**src/rtl/pipe_hazard_ctrl_if.sv**
```systemverilog
// Hazard-control bundle between the MIPS datapath and pipe_hazard_ctrl.
// master: datapath side (supplies hazard inputs, consumes wall controls).
// slave:  controller side (consumes hazard inputs, drives wall controls).
interface pipe_hazard_ctrl_if;
  logic [4:0]  id_rs;
  logic [4:0]  id_rt;
  logic        id_uses_rs;
  logic        id_uses_rt;
  logic        ex_memToReg;
  logic        ex_regWr;
  logic [4:0]  ex_aw;
  logic        ex_redirect;
  logic        mem_busy;

  logic        pc_en;
  logic        ifid_en;
  logic        ifid_flush;
  logic        idex_en;
  logic        idex_bubble;
  logic        exmem_en;
  logic [1:0]  state;
  logic [31:0] stall_cnt;
  logic [31:0] flush_cnt;

  modport master (
    output id_rs, id_rt, id_uses_rs, id_uses_rt, ex_memToReg, ex_regWr, ex_aw,
    output ex_redirect, mem_busy,
    input  pc_en, ifid_en, ifid_flush, idex_en, idex_bubble, exmem_en,
    input  state, stall_cnt, flush_cnt
  );

  modport slave (
    input  id_rs, id_rt, id_uses_rs, id_uses_rt, ex_memToReg, ex_regWr, ex_aw,
    input  ex_redirect, mem_busy,
    output pc_en, ifid_en, ifid_flush, idex_en, idex_bubble, exmem_en,
    output state, stall_cnt, flush_cnt
  );
endinterface

```
**src/rtl/pipe_hazard_ctrl.sv**
```systemverilog
// Pipeline sequencer for the 4-wall MIPS pipeline (IF, ID, EX, MEM).
// Drives PC enable and the enable/flush/bubble controls of the IF/ID, ID/EX and
// EX/MEM walls from load-use hazards, EX redirects and data-memory busy holds.
// Optional performance counters are built when PIPE_CTRL_PERF_EN is defined;
// otherwise stall_cnt and flush_cnt read 0.
module pipe_hazard_ctrl #(
  parameter int unsigned LOAD_STALL_CYCLES = 1,  // 1..7
  parameter int unsigned FLUSH_CYCLES      = 1   // 1..7
) (
  input logic               clk,
  input logic               rst_n,
  pipe_hazard_ctrl_if.slave bus
);

  typedef enum logic [1:0] {
    StRun     = 2'd0,
    StLdStall = 2'd1,
    StFlush   = 2'd2,
    StHold    = 2'd3
  } state_e;

  localparam logic [2:0] LoadReload  = 3'(LOAD_STALL_CYCLES - 1);
  localparam logic [2:0] FlushReload = 3'(FLUSH_CYCLES - 1);

  state_e     state_q, state_d;
  logic [2:0] cnt_q, cnt_d;
  logic       luh;
  logic       pc_en, ifid_en, ifid_flush, idex_en, idex_bubble, exmem_en;

  // Load-use hazard: EX load writes a register ID reads; $0 never hazards.
  always_comb begin
    luh = bus.ex_memToReg & bus.ex_regWr & (bus.ex_aw != 5'd0) &
          ((bus.id_uses_rs & (bus.id_rs == bus.ex_aw)) |
           (bus.id_uses_rt & (bus.id_rt == bus.ex_aw)));
  end

  // State register and down-counter.
  always_ff @(posedge clk or negedge rst_n) begin
    if (!rst_n) begin
      state_q <= StRun;
      cnt_q   <= 3'd0;
    end else begin
      state_q <= state_d;
      cnt_q   <= cnt_d;
    end
  end

  // Next state and wall controls; priority mem_busy > ex_redirect > stall.
  always_comb begin
    state_d     = state_q;
    cnt_d       = cnt_q;
    pc_en       = 1'b1;
    ifid_en     = 1'b1;
    ifid_flush  = 1'b0;
    idex_en     = 1'b1;
    idex_bubble = 1'b0;
    exmem_en    = 1'b1;

    if (state_q == StHold) begin
      {pc_en, ifid_en, idex_en, exmem_en} = 4'b0000;
      if (!bus.mem_busy) state_d = StRun;
    end else if (bus.mem_busy) begin
      // Any pending stall or flush is abandoned; RUN re-evaluates afterwards.
      {pc_en, ifid_en, idex_en, exmem_en} = 4'b0000;
      state_d = StHold;
      cnt_d   = 3'd0;
    end else if (bus.ex_redirect) begin
      ifid_flush  = 1'b1;
      idex_bubble = 1'b1;
      if (FLUSH_CYCLES > 1) begin
        state_d = StFlush;
        cnt_d   = FlushReload;
      end else begin
        state_d = StRun;
      end
    end else if (state_q == StFlush) begin
      ifid_flush = 1'b1;
      if (cnt_q <= 3'd1) state_d = StRun;
      else               cnt_d   = cnt_q - 3'd1;
    end else if ((state_q == StLdStall) || luh) begin
      pc_en       = 1'b0;
      ifid_en     = 1'b0;
      idex_bubble = 1'b1;
      if (state_q == StLdStall) begin
        if (cnt_q <= 3'd1) state_d = StRun;
        else               cnt_d   = cnt_q - 3'd1;
      end else if (LOAD_STALL_CYCLES > 1) begin
        state_d = StLdStall;
        cnt_d   = LoadReload;
      end
    end

    // Reset holds every wall frozen with NOP/bubble content.
    if (!rst_n) begin
      pc_en       = 1'b0;
      ifid_en     = 1'b0;
      ifid_flush  = 1'b1;
      idex_en     = 1'b0;
      idex_bubble = 1'b1;
      exmem_en    = 1'b0;
    end
  end

  assign bus.pc_en       = pc_en;
  assign bus.ifid_en     = ifid_en;
  assign bus.ifid_flush  = ifid_flush;
  assign bus.idex_en     = idex_en;
  assign bus.idex_bubble = idex_bubble;
  assign bus.exmem_en    = exmem_en;
  assign bus.state       = state_q;

`ifdef PIPE_CTRL_PERF_EN
  logic [31:0] stall_cnt_q, stall_cnt_d;
  logic [31:0] flush_cnt_q, flush_cnt_d;

  // Saturating event counters.
  always_comb begin
    stall_cnt_d = stall_cnt_q;
    flush_cnt_d = flush_cnt_q;
    if (!pc_en && (stall_cnt_q != 32'hFFFF_FFFF)) stall_cnt_d = stall_cnt_q + 32'd1;
    if (ifid_flush && (flush_cnt_q != 32'hFFFF_FFFF)) flush_cnt_d = flush_cnt_q + 32'd1;
  end

  // Counter registers, cleared on reset.
  always_ff @(posedge clk or negedge rst_n) begin
    if (!rst_n) begin
      stall_cnt_q <= 32'd0;
      flush_cnt_q <= 32'd0;
    end else begin
      stall_cnt_q <= stall_cnt_d;
      flush_cnt_q <= flush_cnt_d;
    end
  end

  assign bus.stall_cnt = stall_cnt_q;
  assign bus.flush_cnt = flush_cnt_q;
`else
  assign bus.stall_cnt = 32'd0;
  assign bus.flush_cnt = 32'd0;
`endif

endmodule

```
**src/flat_wrapper.sv**
```systemverilog
// flat-port wrapper written by rule: the top's interface ports become plain ports
module pipe_hazard_ctrl_flat 
#(
  parameter int unsigned LOAD_STALL_CYCLES = 1,         
  parameter int unsigned FLUSH_CYCLES      = 1          
)
  (clk, rst_n, bus_id_rs, bus_id_rt, bus_id_uses_rs, bus_id_uses_rt, bus_ex_memToReg, bus_ex_regWr, bus_ex_aw, bus_ex_redirect, bus_mem_busy, bus_pc_en, bus_ifid_en, bus_ifid_flush, bus_idex_en, bus_idex_bubble, bus_exmem_en, bus_state, bus_stall_cnt, bus_flush_cnt);
  pipe_hazard_ctrl_if bus_i ();
  input logic clk;
  input logic rst_n;
  input wire logic [$bits(bus_i.id_rs)-1:0] bus_id_rs;
  input wire logic [$bits(bus_i.id_rt)-1:0] bus_id_rt;
  input wire logic [$bits(bus_i.id_uses_rs)-1:0] bus_id_uses_rs;
  input wire logic [$bits(bus_i.id_uses_rt)-1:0] bus_id_uses_rt;
  input wire logic [$bits(bus_i.ex_memToReg)-1:0] bus_ex_memToReg;
  input wire logic [$bits(bus_i.ex_regWr)-1:0] bus_ex_regWr;
  input wire logic [$bits(bus_i.ex_aw)-1:0] bus_ex_aw;
  input wire logic [$bits(bus_i.ex_redirect)-1:0] bus_ex_redirect;
  input wire logic [$bits(bus_i.mem_busy)-1:0] bus_mem_busy;
  output wire logic [$bits(bus_i.pc_en)-1:0] bus_pc_en;
  output wire logic [$bits(bus_i.ifid_en)-1:0] bus_ifid_en;
  output wire logic [$bits(bus_i.ifid_flush)-1:0] bus_ifid_flush;
  output wire logic [$bits(bus_i.idex_en)-1:0] bus_idex_en;
  output wire logic [$bits(bus_i.idex_bubble)-1:0] bus_idex_bubble;
  output wire logic [$bits(bus_i.exmem_en)-1:0] bus_exmem_en;
  output wire logic [$bits(bus_i.state)-1:0] bus_state;
  output wire logic [$bits(bus_i.stall_cnt)-1:0] bus_stall_cnt;
  output wire logic [$bits(bus_i.flush_cnt)-1:0] bus_flush_cnt;
  assign bus_i.id_rs = bus_id_rs;
  assign bus_i.id_rt = bus_id_rt;
  assign bus_i.id_uses_rs = bus_id_uses_rs;
  assign bus_i.id_uses_rt = bus_id_uses_rt;
  assign bus_i.ex_memToReg = bus_ex_memToReg;
  assign bus_i.ex_regWr = bus_ex_regWr;
  assign bus_i.ex_aw = bus_ex_aw;
  assign bus_i.ex_redirect = bus_ex_redirect;
  assign bus_i.mem_busy = bus_mem_busy;
  assign bus_pc_en = bus_i.pc_en;
  assign bus_ifid_en = bus_i.ifid_en;
  assign bus_ifid_flush = bus_i.ifid_flush;
  assign bus_idex_en = bus_i.idex_en;
  assign bus_idex_bubble = bus_i.idex_bubble;
  assign bus_exmem_en = bus_i.exmem_en;
  assign bus_state = bus_i.state;
  assign bus_stall_cnt = bus_i.stall_cnt;
  assign bus_flush_cnt = bus_i.flush_cnt;
  pipe_hazard_ctrl #(.LOAD_STALL_CYCLES(LOAD_STALL_CYCLES), .FLUSH_CYCLES(FLUSH_CYCLES)) u_core (.clk(clk), .rst_n(rst_n), .bus(bus_i));
endmodule
```
**config.mk**
```make
export PLATFORM = sky130hd
export DESIGN_NAME = pipe_hazard_ctrl_flat
export DESIGN_NICKNAME = d
export VERILOG_FILES = /design/src/rtl/pipe_hazard_ctrl_if.sv /design/src/rtl/pipe_hazard_ctrl.sv /design/src/flat_wrapper.sv
export SDC_FILE = /design/constraint.sdc
export NUM_CORES = 1
export LEC_CHECK = 0
export CORE_ASPECT_RATIO = 1.25
export CORE_MARGIN = 2
export CORE_UTILIZATION = 27
export DETAILED_ROUTE_END_ITERATION = 10
export MAX_ROUTING_LAYER = met4
export PLACE_DENSITY = 0.9
export SLEW_MARGIN = 20
export SYNTH_ARGS = -nofsm -noshare
export SYNTH_HDL_FRONTEND = slang
export SYNTH_SLANG_ARGS = --single-unit
export TNS_END_PERCENT = 30
```
**constraint.sdc**
```tcl
create_clock -name clk -period 4.3 [get_ports clk]
set_clock_uncertainty 0.1 [all_clocks]
set_input_delay 0.86 -clock clk [delete_from_list [all_inputs] [get_ports clk]]
set_output_delay 0.86 -clock clk [all_outputs]
set_load 0.02 [all_outputs]
```
# Yosys cells after proc, flatten, opt, wreduce, memory -nomap -nowiden
# Cells that the tools add are included.
[op_classes]
bitwise = 7
muxes = 34
eq_ne = 7
addsub = 1
order_cmp = 1
n_reduce_logical = 8
[op_table]
columns = ["operator", "n"]
rows = [
  ["$mux W1", 20],
  ["$mux W3", 6],
  ["$mux W2", 8],
  ["$reduce_bool A5 Y1", 3],
  ["$eq A5 B5 Y1", 2],
  ["$reduce_bool A3 Y1", 2],
  ["$and A1 B1 Y1", 5],
  ["$eq A2 B2 Y1 const B", 2],
  ["$reduce_and A4 Y1", 1],
  ["$le A3 B1 Y1 const B", 1],
  ["$reduce_and A3 Y1", 1],
  ["$sub A3 B1 Y3 const B", 1],
  ["$eq A2 B1 Y1 const B", 1],
  ["$ne A2 B1 Y1 const B", 1],
  ["$ne A2 B2 Y1 const B", 1],
  ["$logic_or A1 B1 Y1", 1],
  ["$not A1 Y1", 1],
  ["$or A1 B1 Y1", 1],
]
[word_totals]
output_inout_bits = 72
elab_cells = 60
ff_bits = 5

# Longest topological paths before layout
# Gate-level depths: netlist (run 1).
[depth]
ltp_word = 11
ltp_mapped = 5

# Least setup slack after synthesis (run 1)
# OpenSTA, ideal clock, no wires.
[synth_timing]
path_kind = "input-to-output"
from = "input port bus_ex_aw[0]"
to = "output port bus_pc_en"
t_arrival_ps = 2011
path_stages = 4
path_slack_ps = 1329
path_cell_list = "or4_1 -> o211ai_1 -> o31a_1 -> buf_4"
[synth_via]
elab_chain_len = 11
elab_cells_between_ends = 15
cone_classes = "eq/ne: 2; mux: 6; bitwise: 5; reduce/logical: 2"
[synth_lines]
columns = ["item", "line", "source"]
rows = [
  ["start, declared", "flat_wrapper.sv:17", "input wire logic [$bits(bus_i.ex_aw)-1:0] bus_ex_aw;"],
  ["$eq A5 B5 Y1, on equally long branches", "pipe_hazard_ctrl.sv:33, pipe_hazard_ctrl.sv:34", ""],
  ["$and A1 B1 Y1, on equally long branches", "pipe_hazard_ctrl.sv:33, pipe_hazard_ctrl.sv:34", ""],
  ["$or A1 B1 Y1", "pipe_hazard_ctrl.sv:33", "((bus.id_uses_rs & (bus.id_rs == bus.ex_aw)) |"],
  ["$and A1 B1 Y1 *", "pipe_hazard_ctrl.sv:32", "luh = bus.ex_memToReg & bus.ex_regWr & (bus.ex_aw != 5'd0) &"],
  ["$logic_or A1 B1 Y1 *", "pipe_hazard_ctrl.sv:80", "end else if ((state_q == StLdStall) || luh) begin"],
  ["$mux W1 * (6 in a row)", "-", ""],
  ["end, declared", "flat_wrapper.sv:20", "output wire logic [$bits(bus_i.pc_en)-1:0] bus_pc_en;"],
]
# Mark *: on every way between the ends. The rest lies on a longest branch, timed or not.

# Worst setup path after layout (run 1)
[layout_timing]
from = "input port bus_ex_aw[2]"
to = "output port bus_ifid_en"
[layout_via]
elab_chain_len = 11
elab_cells_between_ends = 15
cone_classes = "eq/ne: 2; mux: 6; bitwise: 5; reduce/logical: 2"
[layout_lines]
columns = ["item", "line", "source"]
rows = [
  ["$eq A5 B5 Y1, on equally long branches", "pipe_hazard_ctrl.sv:33, pipe_hazard_ctrl.sv:34", ""],
  ["$and A1 B1 Y1, on equally long branches", "pipe_hazard_ctrl.sv:33, pipe_hazard_ctrl.sv:34", ""],
  ["$or A1 B1 Y1", "pipe_hazard_ctrl.sv:33", ""],
  ["$and A1 B1 Y1 *", "pipe_hazard_ctrl.sv:32", ""],
  ["$logic_or A1 B1 Y1 *", "pipe_hazard_ctrl.sv:80", ""],
  ["$mux W1 *", "pipe_hazard_ctrl.sv:80", ""],
  ["$mux W1 *", "pipe_hazard_ctrl.sv:76", "end else if (state_q == StFlush) begin"],
  ["$mux W1 *", "pipe_hazard_ctrl.sv:67", "end else if (bus.ex_redirect) begin"],
  ["$mux W1 *", "pipe_hazard_ctrl.sv:62", "end else if (bus.mem_busy) begin"],
  ["$mux W1 *", "pipe_hazard_ctrl.sv:59", "if (state_q == StHold) begin"],
  ["$mux W1 *", "pipe_hazard_ctrl.sv:94", "if (!rst_n) begin"],
  ["end, declared", "flat_wrapper.sv:21", "output wire logic [$bits(bus_i.ifid_en)-1:0] bus_ifid_en;"],
]
# Marks and branches as above.

==> flow_metrics.tcl, run 1 <==
set metrics [dict create \
    drive_above_1_share_pct 0.847 \
    nets 143 \
    synth_area_leaders "buf_4 70%, xor2_1 9.8%, dfrtp_1 3.5%" \
    timing.fmax_ghz 0.259 \
    cp-end-kind "output port" \
    arrival_ns 2.91 \
    crit_fanout 3 \
    status "finished clean" \
    post-route-util_pct 31.7 \
    yosys.area.top_type "buf_4" \
    min_path_type "in2async" \
    synth_area_um2 714 \
    path_clk_slew_ns 0 \
    power.leakage_uw 0.000392 \
    synth_seq_area_share_pct 3.50 \
    routabilityCongestion 0.533 \
    die_w_um 50.0 \
    largest_register_ffs 1 \
    grt_pass1_wl_um 1430 \
    yosys-top-cells-count "67 x buf_4, 8 x xor2_1, 2 x nand2_1, 2 x xnor2_1" \
    finalSetupViolCount 0 \
    drc 0 \
    ys.warnings.count 0 \
    cts_hold_buf 0 \
    ys_ff_latch 1 \
    ys_types 18 \
    fin_hold_ws_ns 0.937 \
    period_minus_slack_ns 3.87 \
    crit_path_start_kind "input pin" \
    grt.overflow.total 0 \
    antenna_cells 0 \
    drt_iter0_drc 12 \
    io_pins 95 \
    crit_path_top_delay_cell "clkdlybuf4s50_1" \
    area_delta_synth_final_pct 9.98 \
    slew_violations 0 \
    antenna_left 0 \
    core-area_mm2 0.00248 \
    rows 20 \
    die_y_um 61.5 \
    rsz0062_at_grt "false" \
    first_pass_iters 4 \
    power.total_uw 109 \
    max_stage_delay_ns 0.56 \
    postCtsSetupRepairBufs 0 \
    grt_start_max_net_pins 5 \
    vias 457 \
    synth_top_area_share_pct 70.4 \
    grt_pass1_vias 315 \
    fin_crit_sh_pct 89.9 \
    critPathMostFrequentCell "clkdlybuf4s50_1" \
    numPortBuffers 30 \
    hpwl_um 1230 \
    grt_use_total_pct 6.16 \
    synth_area_per_cell_um2 7.68 \
    ctsResizeCount 0 \
    path_cells "clkdlybuf4s50_1 > xor2_1 > nor4_1 > a32oi_1 > o31a_1 > clkdlybuf4s50_1" \
    finalHoldViolations 0 \
    setup_tns_ns 0 \
    routed_wl_um 1260 \
    synth_edf_count 0 \
    ir_drop_mv 0.0477 \
    antenna_found_initial 0 \
    synth.most_common_cell "buf_4" \
    post_drt_via_cell_ratio 3.03 \
    criticalPathCategory "in2out" \
    synth-async-reset-ratio_pct 100 \
    worstPathRequired_ns 3.34 \
    synthFlopType "dfrtp_1" \
    dieArea_mm2 0.00308 \
    wl_per_cell_um 8.36 \
    power.density_mw_per_mm2 139 \
    drv_cap 0 \
    postSynthCellCount 93 \
    start_util_pct 28.8 \
]
[layout make-up]
class,instances,area (um^2)
Fill cell,275,1690
Multi-Input combinational cell,87,419
Sequential cell,1,25.0
Tap cell,33,41.3
Timing Repair Buffer,30,300
[critical path, delay by kind of cell]
| family | cells | cell delay, ns |
|---|---|---|
| AOI/OAI and AO/OA | 2 | 0.44 |
| xor gates and xnor gates | 1 | 0.20 |
| buffers and inverters | 2 | 1.04 |
| and+or+nand+nor | 1 | 0.37 |
[cells by family after synthesis]
logic type / count (synthesis) / synth area share (%)
other: 1 / 0.525
buffers and inverters: 68 / 70.9
XOR/XNOR: 10 / 12.3
AO/OA/AOI/OAI: 5 / 5.78
AND/OR/NAND/NOR: 8 / 7.01
flip-flops: 1 / 3.50
[metrics by stage]
step	instances	setup WS [ns]	cell area, um^2
2_1_floorplan	156	1.33	951
4_1_cts	151	0.419	786
5_1_grt	151	0.329	786
6_report	151	0.434	786
3_3_place_gp	151	0.467	786
3_5_place_dp	151	0.428	786
[routing by layer]
layer  GRT usage, %  vias to the layer above  routed length (um)
met5              -                        -                   0
met2           12.4                       51                 717
met4              0                        0                   0
met3           1.94                        0                 191
met1           6.10                      193                 353
li1               -                      213                   -
[power breakdown]
part	total, uW	internal [uW]	switching [uW]
clock	0	0	0
combinational	98.7	30.2	68.5
sequential	10.4	10.1	0.342
[path summary, 6_finish.rpt]
path,startpoint,end,depth (start not counted)
min in group clk,bus_mem_busy,u_core.bus.state[0],1
max,bus_ex_aw[2],bus_ifid_en,6
min,rst_n,u_core.bus.state[0],1
max in group asynchronous,rst_n,u_core.bus.state[0],1
[cells in the final DEF (no fill, tap or decap)]
cell and instances:
o31a_1 1, o211ai_1 1, xor2_1 8, o21bai_1 1, nor4_1 1, nor4_2 1, conb_1 64, a32oi_1 1
and2_1 1, dfrtp_1 1, clkdlybuf4s50_1 30, nand2_1 2, o2111ai_1 1, xnor2_1 2, and2_0 1, or4_1 1
nor2_1 1
Power figures use the tool's default switching activity.
==> inputs of run 2 (changes only) <==
--- a/config.mk
+++ b/config.mk
@@ -11,7 +11,7 @@
 export DETAILED_ROUTE_END_ITERATION = 10
 export MAX_ROUTING_LAYER = met4
 export PLACE_DENSITY = 0.9
-export SLEW_MARGIN = 20
+export SLEW_MARGIN = 10
 export SYNTH_ARGS = -nofsm -noshare
 export SYNTH_HDL_FRONTEND = slang
 export SYNTH_SLANG_ARGS = --single-unit
==> results of run 2 <==
Final layout, timing and power as in run 1 (identical DEF).
==> inputs of run 3 (changes only) <==
--- a/config.mk
+++ b/config.mk
@@ -9,7 +9,6 @@
 export CORE_MARGIN = 2
 export CORE_UTILIZATION = 27
 export DETAILED_ROUTE_END_ITERATION = 10
-export MAX_ROUTING_LAYER = met4
 export PLACE_DENSITY = 0.9
 export SLEW_MARGIN = 10
 export SYNTH_ARGS = -nofsm -noshare
==> flow_metrics.tcl, run 3 (same netlist as run 1, synthesis figures left out) <==
set metrics [dict create \
    crit_path_top_delay_cell "clkdlybuf4s50_1" \
    switching_power_uw 68.8 \
    regArea_um2 25.0 \
    path_cells "clkdlybuf4s50_1 > xor2_1 > nor4_1 > a32oi_1 > o31a_1 > clkdlybuf4s50_1" \
    timing.fmax_ghz 0.259 \
    start_util_pct 28.8 \
    cp-end-kind "output port" \
    drive_above_1_share_pct 0.847 \
    cp-startpoint "bus_ex_aw[2]" \
    drv_cap 0 \
    setup_slack_ns 0.434 \
    routed_wl_um 1260 \
    drc 0 \
    p_clk_share_pct 0 \
    crit_fanout 3 \
    antenna_cells 0 \
    antenna_left 0 \
    vias 457 \
    post_drt_via_cell_ratio 3.03 \
    die_w_um 50.0 \
    p_sw_share_pct 63.1 \
    period_minus_slack_ns 3.87 \
    multi_input_area_um2 419 \
    grt_use_total_pct 5.97 \
    dp_cells 151 \
    core-area_mm2 0.00248 \
    seqPwrFrac_pct 9.5 \
    crit_family "buffers and inverters" \
    min_path_type "in2async" \
    slew_violations 0 \
    rows 20 \
    dieArea_mm2 0.00308 \
    grt_pass1_vias 315 \
    arrival_ns 2.91 \
    grt_pass1_wl_um 1430 \
    finalHoldViolations 0 \
    io_pins 95 \
    area_delta_synth_final_pct 9.98 \
    power.leakage_uw 0.000392 \
    die_y_um 61.5 \
    criticalPathCategory "in2out" \
    layout_commonest_cell "conb_1" \
    setup_tns_ns 0 \
    worstPathRequired_ns 3.34 \
    hpwl_um 1230 \
    first_pass_iters 4 \
    status "finished clean" \
    wl_per_cell_um 8.36 \
    nets 143 \
    crit_path_start_kind "input pin" \
    pre_cts_ws_ns 0.428 \
    path_clk_slew_ns 0 \
    final_cell_mix "64 x conb_1, 30 x clkdlybuf4s50_1, 8 x xor2_1" \
    power.density_mw_per_mm2 139 \
    max_stage_delay_ns 0.56 \
    fillers 275 \
    fin_hold_ws_ns 0.937 \
    largest_register_ffs 1 \
    drt_iter0_drc 12 \
    crit_buf_inv 2 \
    rsz0062_at_grt "false" \
    p_int_uw 40.3 \
    cts_hold_buf 0 \
    finalSetupViolCount 0 \
    postCtsSetupRepairBufs 0 \
    routabilityCongestion 0.532 \
    numPortBuffers 30 \
    final-instance-count-excl-fill 151 \
    antenna_found_initial 0 \
    grt.overflow.total 0 \
    ir_drop_mv 0.0477 \
    critPathMostFrequentCell "clkdlybuf4s50_1" \
    fin_crit_sh_pct 89.9 \
    ctsResizeCount 0 \
    grt_start_max_net_pins 5 \
    power_frac_comb_pct 90.5 \
]
## run 3: cell counts in the layout (fill, tap and decap cells not counted)
No cell type changed its count.
## run 3: final timing paths
check / endpoint / slack (ns) / depth (start not counted)
worst max-delay path: bus_ifid_en / 0.43 / 6
worst min-delay path: u_core.bus.state[0] / 0.94 / 1
max in group asynchronous: u_core.bus.state[0] / 3.04 / 1
min in group clk: u_core.bus.state[0] / 1.24 / 1
## run 3: area by class of cell
cell class,instances,share of cell area (%)
multi-input cells,87,53.3
repair buffers,30,38.2
well taps,33,5.25
flip-flops and latches,1,3.18
## run 3: routing by layer
| layer | track usage [%] | vias up | share of wire (%) |
|---|---|---|---|
| met5 | 0 | - | 0 |
| met4 | 0 | 0 | 0 |
| met3 | 2.18 | 0 | 16 |
| met2 | 12.4 | 51 | 57 |
| met1 | 5.96 | 193 | 27 |
| li1 | - | 213 | - |
## run 3: stage by stage
stage | util, % | cell area (um^2) | total power [uW]
after floorplan | - | 951 | 122
after global placement | 31.7 | 786 | 107
after detailed placement | 31.7 | 786 | 108
after CTS | 31.7 | 786 | 108
after global routing | 31.7 | 786 | 115
final | 31.7 | 786 | 109
## run 3: power groups by stage
stage	registers, uW	clock network, uW	logic, uW
4_1_cts	10.4	0	98.0
5_1_grt	10.4	0	104
3_3_place_gp	10.5	0	96.5
2_1_floorplan	11.0	0	111
6_report	10.4	0	98.7
3_5_place_dp	10.4	0	97.8
